`src/rtl/reg_scoreboard_pkg.sv`:
```
`default_nettype none
// ============================================================================
// scoreboard_pkg : shared widths, types and op encoding for reg_scoreboard
// Revision: 1.0
// ============================================================================
package scoreboard_pkg;

  localparam int NUM_REGS_DEFAULT     = 32;
  localparam int MAX_INFLIGHT_DEFAULT = 3;

  function automatic int addr_width(input int num_regs);
    return (num_regs > 1) ? $clog2(num_regs) : 1;
  endfunction

  function automatic int cnt_width(input int max_inflight);
    return (max_inflight > 0) ? $clog2(max_inflight + 1) : 1;
  endfunction

  localparam int REG_ADDR_W = addr_width(NUM_REGS_DEFAULT);
  localparam int PEND_CNT_W = cnt_width(MAX_INFLIGHT_DEFAULT);

  typedef logic [REG_ADDR_W-1:0] reg_addr_t;
  typedef logic [PEND_CNT_W-1:0] pend_cnt_t;

  typedef enum logic [1:0] {
    SB_NONE = 2'd0,
    SB_INC  = 2'd1,
    SB_DEC  = 2'd2,
    SB_HOLD = 2'd3
  } sb_op_e;

endpackage
`default_nettype wire

```
`src/rtl/reg_scoreboard_entry.sv`:
```
`default_nettype none
// ============================================================================
// scoreboard_entry : pending-write counter for one architectural register
// Revision: 1.0
// ============================================================================
module scoreboard_entry
  import scoreboard_pkg::*;
#(
  parameter int MAX_INFLIGHT = 3,
  parameter int CNT_W        = cnt_width(MAX_INFLIGHT)
) (
  input  logic             clk,
  input  logic             rst_n,
  input  logic             inc,
  input  logic             dec,
  input  logic             clear,
  output logic [CNT_W-1:0] cnt,
  output logic             zero,
  output logic             full,
  output logic             pending_next,
  output logic             underflow,
  output logic             overflow
);

  localparam logic [CNT_W-1:0] MAX_CNT = CNT_W'(MAX_INFLIGHT);

  sb_op_e           op;
  logic [CNT_W-1:0] cnt_next;

  assign zero = (cnt == '0);
  assign full = (cnt == MAX_CNT);

  always_comb begin
    case ({dec, inc})
      2'b01:   op = SB_INC;
      2'b10:   op = SB_DEC;
      2'b11:   op = SB_HOLD;
      default: op = SB_NONE;
    endcase
  end

  // A retire with nothing pending is an error even when paired with an issue.
  always_comb begin
    cnt_next  = cnt;
    underflow = 1'b0;
    overflow  = 1'b0;
    if (clear) begin
      cnt_next = '0;
    end else begin
      case (op)
        SB_INC: begin
          if (full) overflow = 1'b1;
          else      cnt_next = cnt + 1'b1;
        end
        SB_DEC: begin
          if (zero) underflow = 1'b1;
          else      cnt_next = cnt - 1'b1;
        end
        SB_HOLD: begin
          if (zero) underflow = 1'b1;
        end
        default: ;
      endcase
    end
  end

  assign pending_next = (cnt_next != '0);

  always_ff @(posedge clk or negedge rst_n) begin
    if (!rst_n) cnt <= '0;
    else        cnt <= cnt_next;
  end

endmodule
`default_nettype wire

```
`src/rtl/reg_scoreboard.sv`:
```
`default_nettype none
// ============================================================================
// reg_scoreboard : per-register pending-write scoreboard gating s0 issue
// Revision: 1.0
// ============================================================================
module reg_scoreboard
  import scoreboard_pkg::*;
#(
  parameter int NUM_REGS     = 32,
  parameter int MAX_INFLIGHT = 3,
  parameter int WB_BYPASS    = 1,
  parameter int STALL_W      = 32,
  localparam int ADDR_W      = addr_width(NUM_REGS)
) (
  input  logic               clk,
  input  logic               rst_n,
  input  logic               issue_valid,
  output logic               issue_ready,
  input  logic [ADDR_W-1:0]  issue_rs1,
  input  logic               issue_rs1_en,
  input  logic [ADDR_W-1:0]  issue_rs2,
  input  logic               issue_rs2_en,
  input  logic [ADDR_W-1:0]  issue_rd,
  input  logic               issue_rd_we,
  input  logic               wb_valid,
  input  logic [ADDR_W-1:0]  wb_rd,
  input  logic               flush,
  output logic               data_dependency,
  output logic               busy,
  output logic [STALL_W-1:0] stall_count,
  output logic               sb_error
);

  localparam int               CNT_W   = cnt_width(MAX_INFLIGHT);
  localparam int               TBL     = 2 ** ADDR_W;
  localparam logic [CNT_W-1:0] ONE_CNT = CNT_W'(1);

  logic [CNT_W-1:0] cnt [TBL];
  logic [TBL-1:0]   zero_v;
  logic [TBL-1:0]   full_v;
  logic [TBL-1:0]   pend_next_v;
  logic [TBL-1:0]   unf_v;
  logic [TBL-1:0]   ovf_v;

  logic accept;
  logic rs1_haz;
  logic rs2_haz;
  logic struct_stall;

  // Slot 0 (x0) and any address beyond NUM_REGS are never pending.
  for (genvar r = 0; r < TBL; r++) begin : g_reg
    if (r == 0 || r >= NUM_REGS) begin : g_const
      assign cnt[r]         = '0;
      assign zero_v[r]      = 1'b1;
      assign full_v[r]      = 1'b0;
      assign pend_next_v[r] = 1'b0;
      assign unf_v[r]       = 1'b0;
      assign ovf_v[r]       = 1'b0;
    end else begin : g_entry
      logic inc;
      logic dec;
      assign inc = accept & issue_rd_we & (issue_rd == ADDR_W'(r));
      assign dec = wb_valid & ~flush & (wb_rd == ADDR_W'(r));
      scoreboard_entry #(
        .MAX_INFLIGHT (MAX_INFLIGHT),
        .CNT_W        (CNT_W)
      ) u_entry (
        .clk          (clk),
        .rst_n        (rst_n),
        .inc          (inc),
        .dec          (dec),
        .clear        (flush),
        .cnt          (cnt[r]),
        .zero         (zero_v[r]),
        .full         (full_v[r]),
        .pending_next (pend_next_v[r]),
        .underflow    (unf_v[r]),
        .overflow     (ovf_v[r])
      );
    end
  end

  logic rs1_pend, rs1_byp, rs2_pend, rs2_byp, rd_retire;

  assign rs1_pend = issue_rs1_en & (issue_rs1 != '0) & ~zero_v[issue_rs1];
  assign rs2_pend = issue_rs2_en & (issue_rs2 != '0) & ~zero_v[issue_rs2];
  assign rs1_byp  = (WB_BYPASS != 0) & wb_valid & (wb_rd == issue_rs1) & (cnt[issue_rs1] == ONE_CNT);
  assign rs2_byp  = (WB_BYPASS != 0) & wb_valid & (wb_rd == issue_rs2) & (cnt[issue_rs2] == ONE_CNT);
  assign rs1_haz  = rs1_pend & ~rs1_byp;
  assign rs2_haz  = rs2_pend & ~rs2_byp;

  // A full rd may still issue when the same cycle frees one of its slots.
  assign rd_retire    = wb_valid & (wb_rd == issue_rd);
  assign struct_stall = issue_rd_we & (issue_rd != '0) & full_v[issue_rd] & ~rd_retire;

  assign data_dependency = issue_valid & (rs1_haz | rs2_haz);
  assign issue_ready     = ~flush & ~(rs1_haz | rs2_haz) & ~struct_stall;
  assign accept          = issue_valid & issue_ready;

  always_ff @(posedge clk or negedge rst_n) begin
    if (!rst_n) begin
      busy        <= 1'b0;
      stall_count <= '0;
      sb_error    <= 1'b0;
    end else begin
      busy     <= |pend_next_v;
      sb_error <= sb_error | (|unf_v) | (|ovf_v);
      if (issue_valid & ~issue_ready & ~flush & ~(&stall_count))
        stall_count <= stall_count + 1'b1;
    end
  end

endmodule
`default_nettype wire

```
`config.mk`:
```
export PLATFORM = sky130hd
export DESIGN_NAME = reg_scoreboard
export DESIGN_NICKNAME = d
export VERILOG_FILES = /design/src/rtl/reg_scoreboard_pkg.sv /design/src/rtl/reg_scoreboard_entry.sv /design/src/rtl/reg_scoreboard.sv
export SDC_FILE = /design/constraint.sdc
export NUM_CORES = 1
export LEC_CHECK = 0
export CAP_MARGIN = 20
export CORE_ASPECT_RATIO = 1.5
export CORE_UTILIZATION = 37
export CTS_CLUSTER_SIZE = 24
export DETAILED_ROUTE_END_ITERATION = 12
export PLACE_DENSITY_LB_ADDON = 0.12
export SYNTH_ARGS = -nofsm -noshare
export SYNTH_HDL_FRONTEND = slang
export SYNTH_SLANG_ARGS = --single-unit
export TNS_END_PERCENT = 1
```
`constraint.sdc`:
```
create_clock -name clk -period 4.53 [get_ports clk]
set_input_delay 0.6795 -clock clk [delete_from_list [all_inputs] [get_ports clk]]
set_output_delay 0.6795 -clock clk [all_outputs]
set_load 0.03 [all_outputs]
```
==> impl_metrics.yaml, run 1 <==
outcome:
  status: "complete, but fails checks"
  failed_checks: "setup timing"
clocking:
  cts_made_buffers: 9
  cts_tree: "yes"
  cts_buffer_depth: 2
  clock-root-buffer: "clkbuf_16"
  cts_max_level: 3
  cts_hold_buf: 0
  clk_pin_slew_ps: 80
  clkLatencyLatePin_ps: 390
  clkSinkCount: 96
synth:
  synth_warnings: 0
  synth_edf_count: 0
  synth_cell_types: 76
  synth_ff_type: "dfrtp_1"
  yosysSeqAreaShare_pct: 24.20
  syn-num-nets: 1414
  synth.avg_cell_area_um2: 7.682
  ys_seq_elements: 96
  async_flop_share_pct: 100.0
  synth_area_um2: 9926
  synthCells: 1292
cells_and_area:
  nFillCells: 2497
  fin_nets: 1824
  multiInputGateArea_um2: 7283
  finalNonFillerCells: 2044
  seq_area_um2: 2402
  final_common_cell: "buf_4"
  drive_above_1_share_pct: 33.74
  layout_common_cells: "buf_4 (399), nand2_1 (138), nor2_1 (115), dfrtp_1 (96), inv_1 (86)"
  synthToLayoutAreaGrowth_pct: 49.44
  antennaDiodeCount: 0
floorplan:
  row_count: 73
  dieArea_um2: 27500
  io_pins: 64
  die_h_um: 202.6
  die_x_um: 135.7
  initial_utilization_pct: 37.60
  fp.coreArea_um2: 26400
detailed_routing:
  ant_nets: 0
  drt_pass1_iterations: 6
  viasPerCell: 5.782
  drc_errors: 0
  first_iter_violations: 863
  vias: 11820
  wl_per_cell_um: 24.39
  finalWirelength_um: 49850
setup_path:
  end_kind: "register"
  critPathKind: "register to register"
  crit_chain: "or2_4 -> mux4_2 -> a221oi_2 -> buf_4 -> a2111oi_4 -> o311a_1 -> a21oi_2 -> and2_4 -> buf_8 -> buf_4 -> buf_4 -> nand4_1 -> buf_4 -> ha_4 -> nand2b_4 -> nand2_1 -> nand2_1 -> a21oi_2 -> or3_4 -> nor3_2 -> nand4_1 -> or4_1"
  crit_fanout: 4
  critPathMaxStageDelay_ps: 520
  arrival_ps: 5130
  cp_common_cell: "buf_4"
  crit_buf_inv: 5
  start_kind: "register"
  cp_top_family: "simple AND/OR/NAND/NOR gates"
  slowest_stage: "or4_1"
  critPathRequiredTime_ps: 4780
pwr:
  combPwrFrac_pct: 25.9
  clockPowerShare_pct: 35.5
  vdd_drop_max_mv: 0.3537
  power_density_nw_per_um2: 159.8
  switching_share_pct: 32.31
  p_seq_share_pct: 38.6
  p_leak_nw: 7.128
  p_int_mw: 1.604
  switchingPower_mw: 0.7659
timing:
  rsz0062_at_grt: "yes"
  maxSlewViolCount: 0
  slew_headroom_pct: 42.38
  setup-violations-final: 2
  fmax_ghz: 0.2048
  worst_slew_pin_slew_ps: 858.4
  hold_viol: 0
  min_period_over_period_pct: 107.8
  fin_ws_ps: -352.8
  fin_tns_setup_ps: -599.0
  fin_crit_ps: 4883
  fin_worst_skew_ps: 13.06
global_route:
  antenna_found_initial: 0
  grt_max_degree: 47
  grt_pass1_vias: 11810
  grt_first_pass_wirelength_um: 73080
  overflow: 0
  grt_usage_pct: 37.25
placement:
  gp_congestion: 1.009
  dp_cells: 1999
  hpwl_um: 40340
  port_buffers: 63
job:
  maxCapViolations: 0
worst_hold_path:
  hp-class: "input pin to async pin"
[sequential cells by signal, indices dropped and copies added, names as in the netlist]
name / flops
g.g_entry.u_entry.cnt: 62
sb_error: 1
stall_count: 32
busy: 1
[Yosys cell counts (6+ instances only)]
cell type,number,area share [%]
and3b_1,7,0.62
a31oi_1,10,0.63
buf_6,6,0.68
nor3_1,37,1.9
inv_2,6,0.23
nor4_1,16,1.0
a22o_1,19,1.7
xnor2_1,11,0.97
a21oi_1,54,2.7
buf_1,6,0.23
nor4_2,6,0.76
nand2b_1,29,1.8
nor4bb_1,6,0.61
nand3_1,66,3.3
nor2_1,119,4.5
a311oi_1,7,0.62
o21ai_0,93,4.7
buf_2,18,0.91
dfrtp_1,96,24
clkbuf_1,57,2.2
nand3b_1,15,1.1
xor2_1,35,3.1
nor2b_1,17,1.1
and3_1,8,0.50
inv_1,92,3.5
nor3_2,8,0.81
o211ai_1,7,0.53
a221oi_1,23,2.0
a211oi_1,15,1.1
nand2_1,138,5.2
o2111ai_1,7,0.62
mux4_2,11,2.5
nor3b_1,12,0.91
ha_1,94,12
nand4_1,44,2.8
o311ai_0,7,0.62
[cell type report]
cell class                      count  area share (%)
Multi-Input combinational cell   1006           49.10
Timing Repair Buffer              491           27.32
Sequential cell                    96           16.20
Tap cell                          337           2.843
Inverter                           98           2.514
Clock buffer                       13           1.755
Clock inverter                      3          0.2699
[final timing paths]
path,startpoint,to,slack (ps),depth (start not counted)
max in group asynchronous,rst_n,g_reg[7].g_entry.u_entry.cnt[0],3340,2
min in group clk,stall_count[13],stall_count[13],490,1
worst max register to register,g_reg[26].g_entry.u_entry.cnt[0],busy,-350,22
worst max-delay path,g_reg[26].g_entry.u_entry.cnt[0],busy,-350,22
worst min register to register,stall_count[13],stall_count[13],490,1
worst min-delay path,rst_n,g_reg[19].g_entry.u_entry.cnt[0],270,1
[metrics by stage]
step                total power [mW]  instance area (um2)  worst slack [ps]  utilization, %  hold slack (ps)
floorplan                      1.190                10130            -65.47               -            383.9
global placement               1.478                13810             -1943           52.32            450.4
detailed placement             1.476                13810             -1941           52.32            464.8
CTS                            2.380                14780            -346.1           55.98            279.2
global route                   2.442                14830            -476.7           56.19            294.4
finish                         2.370                14830            -352.8           56.19            268.3
[metal layers]
metal / track usage (%) / share of wire, %
met2: 65.29 / 50
met1: 38.17 / 36
met3: 5.119 / 4.6
met4: 32.87 / 9.8
met5: 0 / 0
[worst register-to-register path, cell delays in order (launching register included)]
cell and delay (ps):
dfrtp_1 380, or2_4 310, mux4_2 480, a221oi_2 270, buf_4 180, a2111oi_4 40
o311a_1 170, a21oi_2 160, and2_4 190, buf_8 130, buf_4 120, buf_4 110
nand4_1 140, buf_4 180, ha_4 270, nand2b_4 120, nand2_1 40, nand2_1 70
a21oi_2 70, or3_4 450, nor3_2 190, nand4_1 170, or4_1 520
[cell families (layout without fill, tap and decap cells)]
kind of cell               count (synthesis)  in the layout  synth area share, %
and+or+nand+nor                          569            569                30.35
xor gates and xnor gates                  46             46                4.059
buffers and inverters                    190            605                8.055
muxes                                     14             14                2.811
DFF                                       96             96                24.20
adders and majority gates                 94             94                11.85
AOI/OAI and AO/OA                        283            283                18.67
[power groups by stage]
| stage | Combinational, mW | Clock (mW) | Sequential, mW |
|---|---|---|---|
| 6_report | 0.613 | 0.841 | 0.916 |
| 5_1_grt | 0.639 | 0.884 | 0.919 |
| 4_1_cts | 0.603 | 0.861 | 0.916 |
| 3_5_place_dp | 0.545 | 0 | 0.931 |
| 3_3_place_gp | 0.546 | 0 | 0.932 |
| 2_1_floorplan | 0.212 | 0 | 0.979 |
[what timing repair did]
action                     in CTS  in global routing
setup endpoints to repair       6                  2
resized for setup             136                 12
buffers inserted               30                  0
cloned                          2                  0
pin swaps                      53                 13
Note: power is estimated with default switching activity, not from simulation.
==> inputs of run 2 (changes only) <==
- CORE_MARGIN: default -> 2
==> impl_metrics.yaml, run 2 (synthesis results as in run 1) <==
timing:
  hold_viol: 0
  setup-violations-final: 2
  slew_headroom_pct: 25.95
  fmax_ghz: 0.2003
  rsz0062_at_grt: "yes"
  fin_crit_ps: 4993
  whs_ps: 262.9
  min_period_over_period_pct: 110.2
  worst_slew_pin_slew_ps: 1103
  maxSlewViolCount: 0
  fin_worst_skew_ps: 15.55
  fin_ws_ps: -463.4
cells_and_area:
  drive_above_1_share_pct: 31.71
  nFillCells: 2562
  largest_reg_flops: 62
  top_regs: "g.g_entry.u_entry.cnt (62), stall_count (32)"
  synthToLayoutAreaGrowth_pct: 46.45
  layout_common_cells: "buf_4 (368), nand2_1 (136), nor2_1 (117), dfrtp_1 (96)"
  final_common_cell: "buf_4"
  fin_nets: 1783
  antennaDiodeCount: 0
  regMostFlops: "g.g_entry.u_entry.cnt"
clocking:
  cts_tree: "yes"
  clkLatencyLatePin_ps: 390
  clkSinkCount: 96
  clock-root-buffer: "clkbuf_16"
  cts_hold_buf: 0
  cts_made_buffers: 9
  cts_buffer_depth: 2
  clk_pin_slew_ps: 80
  cts_max_level: 3
detailed_routing:
  wl_per_cell_um: 24.00
  drt_pass1_iterations: 5
  viasPerCell: 5.789
  ant_nets: 0
  vias: 11590
  drc_errors: 0
  first_iter_violations: 861
  finalWirelength_um: 48050
setup_path:
  critPathRequiredTime_ps: 4790
  slowest_stage: "or4_4"
  arrival_ps: 5250
  crit_fanout: 7
  start_kind: "input pin"
  crit_chain: "clkbuf_2 -> buf_12 -> xor2_1 -> nor4_1 -> nand3_1 -> a2111o_1 -> o311a_1 -> a21oi_2 -> and2_4 -> buf_8 -> nand4_1 -> ha_4 -> o21ai_2 -> nand2_1 -> a21oi_2 -> or4_4 -> nor4_4 -> buf_4 -> nand4_1 -> or4_1"
  critPathMaxStageDelay_ps: 550
  rr_worst_depth: 19
  end_kind: "register"
  critPathKind: "input pin to register"
floorplan:
  die_x_um: 137.7
  initial_utilization_pct: 37.47
  die_h_um: 204.6
  io_pins: 64
  dieArea_um2: 28180
  row_count: 73
  fp.coreArea_um2: 26490
pwr:
  power_mw: 2.359
  power_density_nw_per_um2: 162.3
  vdd_drop_max_mv: 0.1918
  p_leak_nw: 6.983
placement:
  port_buffers: 63
  gp_congestion: 1.006
  hpwl_um: 38650
global_route:
  grt_max_degree: 48
  antenna_found_initial: 1
  grt_first_pass_wirelength_um: 69520
  grt_pass1_vias: 11530
  grt_usage_pct: 34.11
  overflow: 0
outcome:
  failed_checks: "setup timing"
  status: "complete, but fails checks"
job:
  maxCapViolations: 0
worst_hold_path:
  hp-class: "input pin to async pin"
[run 2: layout make-up]
| class | instances | area (um2) | area share [%] |
|---|---|---|---|
| clock buffers | 10 | 239.0 | 1.644 |
| clock inverters | 5 | 62.56 | 0.4304 |
| flip-flops and latches | 96 | 2402 | 16.53 |
| well taps | 337 | 421.7 | 2.901 |
| repair buffers | 450 | 3740 | 25.73 |
| multi-input cells | 1006 | 7296 | 50.19 |
| inverters | 98 | 375.4 | 2.582 |
[run 2: path summary, 6_finish.rpt]
kind	start	endpoint	slack, ps
worst max-delay path	issue_rs1[3]	busy	-460
min in group clk	sb_error	sb_error	480
worst min register to register	sb_error	sb_error	480
max in group asynchronous	rst_n	g_reg[21].g_entry.u_entry.cnt[1]	3360
worst min-delay path	rst_n	stall_count[15]	260
worst max register to register	g_reg[16].g_entry.u_entry.cnt[1]	busy	-410
[run 2: critical path, delay by kind of cell]
kind,cells,cell delay [ps]
AOI/OAI and AO/OA,5,840
xor gates and xnor gates,1,160
adders and majority gates,1,410
buffers and inverters,4,640
and+or+nand+nor,9,2530
[run 2: metal layers]
layer,wire length [um],part of all wire (%),global-route usage (%)
met5,17,0.035,0
met3,2774,5.8,5.667
met1,16870,35,35.07
met2,23690,49,59.99
met4,4704,9.8,27.37
[run 2: repair_timing]
item / CTS / global route
setup buffers: 2 / 15
cloned: 0 / 3
pin swaps: 15 / 34
endpoints found under the setup margin: 13 / 8
resized for setup: 41 / 85
[run 2: metrics by stage]
stage                     setup WS [ps]  TNS [ps]  std cells  instance area, um2  utilization [%]
after detailed placement          -1510    -17580       1967               13540            51.13
after global placement            -1481    -18950       1967               13540            51.13
final                            -463.4    -713.1       2002               14540            54.88
after global routing             -570.2     -1001       2002               14540            54.88
after CTS                        -615.1     -1182       1984               14040            52.99
after floorplan                  -65.47    -65.47       1292               10130                -
[run 2: power by group]
| group | total, mW | internal (mW) | switching (mW) | leakage, nW |
|---|---|---|---|---|
| sequential | 0.915 | 0.882 | 0.0329 | 1.31 |
| combinational | 0.598 | 0.249 | 0.349 | 5.53 |
| clock | 0.846 | 0.445 | 0.401 | 0.142 |
| total | 2.36 | 1.58 | 0.783 | 6.98 |
